$ cat src/rtl/seq_pkg.sv
// ============================================================================
// Module   : seq_pkg
// Purpose  : Shared state encoding, select constants and helpers for the
//            multi-cycle control sequencer.
// Revision : 1.0 - initial release
// ============================================================================
`default_nettype none

package seq_pkg;

    typedef enum logic [2:0] {
        IDLE   = 3'd0,
        FETCH  = 3'd1,
        DECODE = 3'd2,
        EXEC   = 3'd3,
        MEM    = 3'd4,
        WB     = 3'd5,
        FAULT  = 3'd6
    } state_t;

    localparam logic MEM_SEL_INSTR = 1'b0;
    localparam logic MEM_SEL_DATA  = 1'b1;
    localparam logic WB_SRC_ALU    = 1'b0;
    localparam logic WB_SRC_MEM    = 1'b1;
    localparam logic PC_SEL_SEQ    = 1'b0;
    localparam logic PC_SEL_JUMP   = 1'b1;
    localparam logic DST_RD        = 1'b0;
    localparam logic DST_RT        = 1'b1;

    function automatic logic is_one_hot(input logic [4:0] flags);
        return (flags != 5'd0) && ((flags & (flags - 5'd1)) == 5'd0);
    endfunction

endpackage

`default_nettype wire

$ cat src/rtl/ack_watchdog.sv
// ============================================================================
// Module   : ack_watchdog
// Purpose  : Counts memory-request cycles without acknowledge and flags a
//            timeout on the cycle the wait count would reach ACK_TIMEOUT.
// Revision : 1.0 - initial release
// ============================================================================
`default_nettype none

module ack_watchdog #(
    parameter int ACK_TIMEOUT = 16,
    parameter int CNT_W       = 5
) (
    input  logic clk,
    input  logic rst,
    input  logic req,
    input  logic ack,
    input  logic clear,
    output logic timeout
);

    localparam logic [CNT_W-1:0] c_last = CNT_W'(ACK_TIMEOUT - 1);

    logic [CNT_W-1:0] r_count;

    always_ff @(posedge clk) begin
        if (rst || clear || ack || !req) begin
            r_count <= '0;
        end else begin
            r_count <= r_count + CNT_W'(1);
        end
    end

    // An ack in the limit cycle wins over the timeout.
    assign timeout = req && !ack && (r_count == c_last);

endmodule

`default_nettype wire

$ cat src/rtl/multicycle_sequencer.sv
// ============================================================================
// Module   : multicycle_sequencer
// Purpose  : FETCH/DECODE/EXEC/MEM/WB control FSM sharing one memory port.
//            Define PERF_CNT_EN to build the retire/busy-cycle counters.
// Revision : 1.0 - initial release
// ============================================================================
`default_nettype none

module multicycle_sequencer
    import seq_pkg::*;
#(
    parameter int ACK_TIMEOUT = 16,
    parameter int CNT_W       = 5
) (
    input  logic        clk,
    input  logic        rst,
    input  logic        run,
    input  logic        stop,
    input  logic        dec_rtype,
    input  logic        dec_imm,
    input  logic        dec_load,
    input  logic        dec_store,
    input  logic        dec_jump,
    input  logic        mem_ack,
    output logic        mem_req,
    output logic        mem_we,
    output logic        mem_sel,
    output logic        ir_we,
    output logic        mdr_we,
    output logic        alu_en,
    output logic        reg_we,
    output logic        reg_dst_sel,
    output logic        wb_src,
    output logic        pc_we,
    output logic        pc_sel,
    output logic        busy,
    output logic        fault,
    output logic [31:0] instr_count,
    output logic [31:0] cycle_count
);

    state_t     r_state;
    state_t     w_next_state;
    logic       w_retire;
    logic       w_timeout;
    logic       w_wait_req;
    logic [4:0] w_flags;

    assign w_flags    = {dec_jump, dec_store, dec_load, dec_imm, dec_rtype};
    assign w_wait_req = (r_state == FETCH) || (r_state == MEM);

    ack_watchdog #(
        .ACK_TIMEOUT (ACK_TIMEOUT),
        .CNT_W       (CNT_W)
    ) u_ack_watchdog (
        .clk     (clk),
        .rst     (rst),
        .req     (w_wait_req),
        .ack     (mem_ack),
        .clear   (w_next_state != r_state),
        .timeout (w_timeout)
    );

    always_ff @(posedge clk) begin
        if (rst) begin
            r_state <= IDLE;
        end else begin
            r_state <= w_next_state;
        end
    end

    always_comb begin
        w_next_state = r_state;
        w_retire     = 1'b0;
        mem_req      = 1'b0;
        mem_we       = 1'b0;
        mem_sel      = MEM_SEL_INSTR;
        ir_we        = 1'b0;
        mdr_we       = 1'b0;
        alu_en       = 1'b0;
        reg_we       = 1'b0;
        reg_dst_sel  = DST_RD;
        wb_src       = WB_SRC_ALU;
        pc_we        = 1'b0;
        pc_sel       = PC_SEL_SEQ;
        busy         = (r_state != IDLE) && (r_state != FAULT);
        fault        = (r_state == FAULT);

        case (r_state)
            IDLE: begin
                if (run) w_next_state = FETCH;
            end
            FETCH: begin
                mem_req = 1'b1;
                ir_we   = mem_ack;
                if (mem_ack)        w_next_state = DECODE;
                else if (w_timeout) w_next_state = FAULT;
            end
            DECODE: begin
                if (!is_one_hot(w_flags)) begin
                    w_next_state = FAULT;
                end else if (dec_jump) begin
                    pc_we    = 1'b1;
                    pc_sel   = PC_SEL_JUMP;
                    w_retire = 1'b1;
                end else begin
                    w_next_state = EXEC;
                end
            end
            EXEC: begin
                alu_en       = 1'b1;
                w_next_state = (dec_load || dec_store) ? MEM : WB;
            end
            MEM: begin
                mem_req = 1'b1;
                mem_sel = MEM_SEL_DATA;
                mem_we  = dec_store;
                if (mem_ack) begin
                    if (dec_load) begin
                        mdr_we       = 1'b1;
                        w_next_state = WB;
                    end else begin
                        pc_we    = 1'b1;
                        w_retire = 1'b1;
                    end
                end else if (w_timeout) begin
                    w_next_state = FAULT;
                end
            end
            WB: begin
                reg_we      = 1'b1;
                reg_dst_sel = dec_rtype ? DST_RD : DST_RT;
                wb_src      = dec_load ? WB_SRC_MEM : WB_SRC_ALU;
                pc_we       = 1'b1;
                w_retire    = 1'b1;
            end
            FAULT: begin
                w_next_state = FAULT;
            end
            default: begin
                w_next_state = IDLE;
            end
        endcase

        // stop is only honoured at an instruction boundary
        if (w_retire) w_next_state = stop ? IDLE : FETCH;
    end

`ifdef PERF_CNT_EN
    logic [31:0] r_instr_count;
    logic [31:0] r_cycle_count;

    always_ff @(posedge clk) begin
        if (rst) begin
            r_instr_count <= 32'd0;
            r_cycle_count <= 32'd0;
        end else begin
            if (w_retire) r_instr_count <= r_instr_count + 32'd1;
            if (busy)     r_cycle_count <= r_cycle_count + 32'd1;
        end
    end

    assign instr_count = r_instr_count;
    assign cycle_count = r_cycle_count;
`else
    assign instr_count = 32'd0;
    assign cycle_count = 32'd0;
`endif

endmodule

`default_nettype wire

$ cat config.mk
export PLATFORM = sky130hd
export DESIGN_NAME = multicycle_sequencer
export DESIGN_NICKNAME = d
export VERILOG_FILES = /design/src/rtl/seq_pkg.sv /design/src/rtl/ack_watchdog.sv /design/src/rtl/multicycle_sequencer.sv
export SDC_FILE = /design/constraint.sdc
export NUM_CORES = 1
export LEC_CHECK = 0
export CORE_UTILIZATION = 37
export CTS_CLUSTER_SIZE = 8
export DETAILED_ROUTE_END_ITERATION = 6
export GPL_TIMING_DRIVEN = 0
export PLACE_DENSITY = 0.88
export SYNTH_ARGS = -nofsm -noshare
export SYNTH_HDL_FRONTEND = slang
export SYNTH_SLANG_ARGS = --single-unit
$ cat constraint.sdc
create_clock -name clk -period 3.2 [get_ports clk]
set_input_delay 0.32 -clock clk [delete_from_list [all_inputs] [get_ports clk]]
set_output_delay 0.32 -clock clk [all_outputs]
set_load 0.01 [all_outputs]
==> results of run 1 <==
## layout make-up
cell class | count | area, um2
Buffer | 70 | 534
Clock buffer | 3 | 22.5
Fill cell | 283 | 1340
Inverter | 3 | 11.3
Multi-Input combinational cell | 132 | 706
Sequential cell | 8 | 160
Tap cell | 44 | 55.1
Timing Repair Buffer | 20 | 200
## layout by cell type, fill, tap and decap left out, types with 4 or more instances in the layout
cell and n:
conb_1 64, buf_4 66, nor2b_1 4, clkdlybuf4s50_1 20, and3_1 5, nor2_1 15
dfxtp_1 8
## state kept, by name, indices dropped and copies added, names as in the netlist
signal and count:
r_state 3, u_ack_watchdog.r_count 5
## layer usage
layer / up-vias / GRT usage (%) / wire length, um
li1: 541 / - / -
met1: 421 / 13.9 / 879
met2: 47 / 23.5 / 1020
met3: 2 / 2.64 / 171
met4: 0 / 4.08 / 16
met5: - / 0 / 0
## through the flow
step | setup WS (ns) | power [mW] | utilization [%] | hold slack [ns]
finish | 0.769 | 0.359 | 55.8 | 0.451
global route | 0.680 | 0.385 | 55.8 | 0.470
CTS | 0.773 | 0.359 | 55.8 | 0.451
detailed placement | 0.778 | 0.284 | 55.0 | 0.444
global placement | 0.808 | 0.282 | 55.0 | 0.435
floorplan | 1.76 | 0.251 | - | 0.418
## power by group
group          total, mW  switching [mW]  internal (mW)
Combinational      0.178          0.0833         0.0945
Clock             0.0731          0.0304         0.0427
Sequential         0.108         0.00452          0.103
Total              0.359           0.118          0.240
## worst paths after layout
kind	endpoint	slack [ns]	depth (start not counted)
setup / recovery	pc_sel	0.77	7
hold / removal	u_ack_watchdog.r_count[0]	0.45	1
setup reg to reg	r_state[0]	1.61	7
hold reg to reg	u_ack_watchdog.r_count[0]	0.45	1
## cell families (layout without fill, tap and decap cells)
family          Yosys count  in the layout  synth area share (%)
buf+inv                  73             96                  46.4
simple gates             46             46                  23.3
compound gates           15             15                  10.3
flops                     8              8                  13.6
xor+xnor                  4              4                  2.98
fa+ha+maj                 2              2                  2.13
other cells               1             64                 0.319
mux                       1              1                 0.852
==> impl_metrics.env, run 1 <==
export IMPL_critPathBufInv=3
export IMPL_slowest_stage="clkdlybuf4s50_1"
export IMPL_dp_cells=277
export IMPL_fin_crit_ns=2.43
export IMPL_tritoncts="yes"
export IMPL_hold_class="flop to flop"
export IMPL_tns_ns=0
export IMPL_grt_pass1_wl_mm=3.33
export IMPL_clock_path_buffers=2
export IMPL_cts_hold_buffers_added=0
export IMPL_die_area_um2=3400
export IMPL_critical_path_endpoint_type="output port"
export IMPL_area_growth_pct=43.8
export IMPL_hold_violations=0
export IMPL_synthFlopType="dfxtp_1"
export IMPL_ys_seq_elements=8
export IMPL_ys_top_cells_by_area="buf_4 (42%), dfxtp_1 (14%), nor2_1 (4.8%), buf_6 (2.9%), and3_1 (2.7%)"
export IMPL_critical_path_top_delay_family="buffers and inverters"
export IMPL_start_kind="input port"
export IMPL_final_area_um2=1690
export IMPL_path_cells="clkdlybuf4s50_1 > buf_2 > nor2b_1 > o21ai_2 > o31ai_1 > and3_1 > clkdlybuf4s50_1"
export IMPL_cts_sinks=8
export IMPL_postSynthCellCount=150
export IMPL_synth_top_area_share_pct=42.2
export IMPL_critPathMaxFanout=10
export IMPL_gp_congestion=0.776
export IMPL_setup_viol=0
export IMPL_synth_common_cells="buf_4 (66), nor2_1 (15), dfxtp_1 (8)"
export IMPL_diodes=0
export IMPL_stdcell_count=280
export IMPL_routed_wirelength_mm=2.08
export IMPL_yosys_area_top_type="buf_4"
export IMPL_clk_latency_ns=0.24
export IMPL_rows=20
export IMPL_period_share_pct=76.0
export IMPL_postCtsSetupBuffers=0
export IMPL_first_global_vias=810
export IMPL_status="completed"
export IMPL_synth_edf_count=0
export IMPL_grt_max_degree=11
export IMPL_power_density_nw_per_um2=212
export IMPL_hpwl_mm=1.81
export IMPL_synthArstFlopShare_pct=0
export IMPL_maxSlewViolCount=0
export IMPL_dpl_instance_area_um2=1670
export IMPL_post_route_drc_count=0
export IMPL_post_drt_via_cell_ratio=3.61
export IMPL_grt_setup_unrepaired="no"
export IMPL_coreArea_um2=3030
export IMPL_start_util_pct=38.8
export IMPL_dieWidth_um=58.4
export IMPL_synth_most_common_cell="buf_4"
export IMPL_cpMostUsedCell="clkdlybuf4s50_1"
export IMPL_critPathMaxStageDelay_ns=0.54
export IMPL_htree_levels=1
export IMPL_synth_cell_types=38
export IMPL_grt_total_usage_pct=12.5
export IMPL_p_leak_nw=0.928
export IMPL_nets=250
export IMPL_ctsResizeCount=0
export IMPL_cts_made_buffers=3
export IMPL_cp_startpoint="dec_load"
export IMPL_route_vias_total=1011
export IMPL_fin_skew_ns=0.000965
export IMPL_dr_pass1_iters=4
export IMPL_required_ns=2.88
export IMPL_crit_type="input port to output port"
export IMPL_arrival_ns=2.11
export IMPL_io_pin_count=87
export IMPL_reg2reg_from="u_ack_watchdog.r_count[0]"
export IMPL_layout_drive_gt1_share_pct=34.7
export IMPL_cap_violations=0
export IMPL_drt_iter0_drc=31
export IMPL_min_from="u_ack_watchdog.r_count[0]"
export IMPL_antenna_left=0
export IMPL_max_freq_ghz=0.411
export IMPL_ys_warn_count=0
export IMPL_fp_dieH_um=58.4
export IMPL_grt_overflow_total=0
export IMPL_cts_clk_slew_worst_paths_ns=0.05
export IMPL_io_buffers=20
export IMPL_antenna_found_initial=0
export IMPL_ir_drop_mv=0.0861
export IMPL_synth_area_um2=1170
export IMPL_wl_per_cell_um=7.44
export IMPL_clockRootBuffer="clkbuf_4"
export IMPL_synth_seq_area_share_pct=13.6
export IMPL_avgSynthCellArea_um2=7.83
Note: power is estimated with default switching activity, not from simulation.
==> run 2: changes to the inputs <==
--- a/config.mk
+++ b/config.mk
@@ -5,11 +5,11 @@
 export SDC_FILE = /design/constraint.sdc
 export NUM_CORES = 1
 export LEC_CHECK = 0
-export CORE_UTILIZATION = 37
+export CORE_UTILIZATION = 31
 export CTS_CLUSTER_SIZE = 8
 export DETAILED_ROUTE_END_ITERATION = 6
 export GPL_TIMING_DRIVEN = 0
-export PLACE_DENSITY = 0.88
+export PLACE_DENSITY = 0.79
 export SYNTH_ARGS = -nofsm -noshare
 export SYNTH_HDL_FRONTEND = slang
 export SYNTH_SLANG_ARGS = --single-unit
==> constraint.sdc (replaced) <==
create_clock -name clk -period 2 [get_ports clk]
set_input_delay 0.2 -clock clk [delete_from_list [all_inputs] [get_ports clk]]
set_output_delay 0.2 -clock clk [all_outputs]
set_load 0.01 [all_outputs]
==> impl_metrics.env, run 2 (synthesized netlist as in run 1, its figures left out) <==
export IMPL_cap_violations=0
export IMPL_post_route_drc_count=0
export IMPL_max_freq_ghz=0.523
export IMPL_htree_levels=1
export IMPL_cts_clk_slew_worst_paths_ns=0.04
export IMPL_post_drt_via_cell_ratio=3.56
export IMPL_cts_made_buffers=3
export IMPL_setup_viol=0
export IMPL_critical_path_top_delay_family="buffers and inverters"
export IMPL_grt_pass1_wl_mm=3.24
export IMPL_hold_class="flop to flop"
export IMPL_grt_overflow_total=0
export IMPL_critPathBufInv=2
export IMPL_arrival_ns=1.71
export IMPL_route_vias_total=1010
export IMPL_crit_type="flop to output port"
export IMPL_p_leak_nw=1.00
export IMPL_clock_path_buffers=2
export IMPL_clockRootBuffer="clkbuf_8"
export IMPL_grt_setup_unrepaired="no"
export IMPL_dr_pass1_iters=4
export IMPL_cts_sinks=8
export IMPL_dieWidth_um=63.6
export IMPL_hpwl_mm=1.78
export IMPL_rows=22
export IMPL_critPathMaxStageDelay_ns=0.53
export IMPL_finalPower_uw=648
export IMPL_wl_per_cell_um=7.31
export IMPL_fin_skew_ns=0.00359
export IMPL_fin_crit_ns=1.91
export IMPL_top_regs="u_ack_watchdog.r_count (5), r_state (3)"
export IMPL_layout_drive_gt1_share_pct=35.6
export IMPL_grt_max_degree=11
export IMPL_io_pin_count=87
export IMPL_coreArea_um2=3660
export IMPL_start_kind="flop"
export IMPL_area_growth_pct=47.6
export IMPL_tritoncts="yes"
export IMPL_grt_total_usage_pct=9.94
export IMPL_drt_iter0_drc=18
export IMPL_die_area_um2=4040
export IMPL_io_buffers=20
export IMPL_first_global_vias=792
export IMPL_slowest_stage="clkdlybuf4s50_1"
export IMPL_cts_hold_buffers_added=0
export IMPL_antenna_left=0
export IMPL_largest_reg_flops=5
export IMPL_path_cells="buf_6 > and2b_4 > nor2b_4 > and2_1 > clkdlybuf4s50_1"
export IMPL_power_density_nw_per_um2=374
export IMPL_start_util_pct=32.1
export IMPL_critPathMaxFanout=10
export IMPL_nets=250
export IMPL_maxSlewViolCount=0
export IMPL_regMostFlops="u_ack_watchdog.r_count"
export IMPL_antenna_found_initial=0
export IMPL_fp_dieH_um=63.6
export IMPL_layout_common_cells="buf_4 (66), conb_1 (64), nor2_1 (15), clkdlybuf4s50_1 (15), dfxtp_1 (8)"
export IMPL_routed_wirelength_mm=2.08
export IMPL_period_share_pct=95.6
export IMPL_hold_violations=0
export IMPL_postCtsSetupBuffers=0
export IMPL_hold_slack_ns=0.444
export IMPL_diodes=0
export IMPL_status="completed"
export IMPL_final_common_cell="buf_4"
export IMPL_gp_congestion=0.824
export IMPL_clk_latency_ns=0.23
export IMPL_required_ns=1.80
export IMPL_ir_drop_mv=0.170
export IMPL_critical_path_endpoint_type="output port"
run 2: cell types whose count changed in the layout (fill, tap and decap cells not counted):
| cell | before | now |
|---|---|---|
| dlymetal6s2s_1 | 0 | 3 |
| clkdlybuf4s50_1 | 20 | 15 |
| clkbuf_4 | 3 | 0 |
| nor2b_2 | 0 | 1 |
| dlygate4sd2_1 | 0 | 2 |
| buf_6 | 3 | 4 |
| clkbuf_8 | 0 | 3 |
| nor2b_4 | 0 | 1 |
| buf_2 | 1 | 0 |
| nor2b_1 | 4 | 2 |
run 2: path summary, 6_finish.rpt:
| path | start | to | slack (ns) | cells after the start |
|---|---|---|---|---|
| setup / recovery | r_state[2] | mem_we | 0.09 | 5 |
| hold / removal | u_ack_watchdog.r_count[0] | u_ack_watchdog.r_count[0] | 0.44 | 1 |
| setup reg to reg | u_ack_watchdog.r_count[0] | r_state[0] | 0.38 | 7 |
| hold reg to reg | u_ack_watchdog.r_count[0] | u_ack_watchdog.r_count[0] | 0.44 | 1 |
run 2: where the power goes:
group	switching [mW]	internal (mW)	total, mW
clock	0.0582	0.130	0.188
sequential	0.00713	0.166	0.173
combinational	0.135	0.152	0.287
run 2: area by class of cell:
class / instances / area, um2
multi-input cells: 132 / 716
inverters: 3 / 11.3
clock buffers: 3 / 41.3
repair buffers: 20 / 205
plain buffers: 70 / 541
well taps: 48 / 60.1
fillers: 349 / 1930
flip-flops and latches: 8 / 160
run 2: routing by layer:
layer / wire length [um] / track usage, % / vias to the layer above / part of all wire (%)
li1: - / - / 542 / -
met3: 217 / 2.17 / 3 / 10
met2: 985 / 17.2 / 54 / 47
met5: 0 / 0 / - / 0
met1: 848 / 11.0 / 411 / 41
met4: 25 / 5.97 / 0 / 1.2
run 2: what timing repair did:
item,CTS,global route
gates resized for setup,6,4
setup endpoints to repair,3,4
pin swaps,0,0
run 2: worst reg2reg max path: cells and delay by family (launching register included):
kind | cells | cell delay (ns)
compound gates | 3 | 0.52
fa+ha+maj | 2 | 0.40
flops | 1 | 0.34
simple gates | 2 | 0.25
run 2: stage by stage:
stage                     area [um2]  util (%)  TNS [ns]  setup WS [ns]  std cells
after floorplan                 1410         -         0          0.585        213
after global placement          1670      45.7    -0.153         -0.153        281
after detailed placement        1670      45.7    -0.202         -0.202        281
after CTS                       1720      47.0         0         0.0112        284
after global routing            1730      47.4         0        0.00788        284
final                           1730      47.4         0         0.0871        284
==> run 3: changes to the inputs <==
--- a/config.mk
+++ b/config.mk
@@ -9,6 +9,7 @@
 export CTS_CLUSTER_SIZE = 8
 export DETAILED_ROUTE_END_ITERATION = 6
 export GPL_TIMING_DRIVEN = 0
+export HOLD_SLACK_MARGIN = 0.05
 export PLACE_DENSITY = 0.79
 export SYNTH_ARGS = -nofsm -noshare
 export SYNTH_HDL_FRONTEND = slang
==> results of run 3 <==
No change in the layout: final DEF, timing and power equal those of run 2.
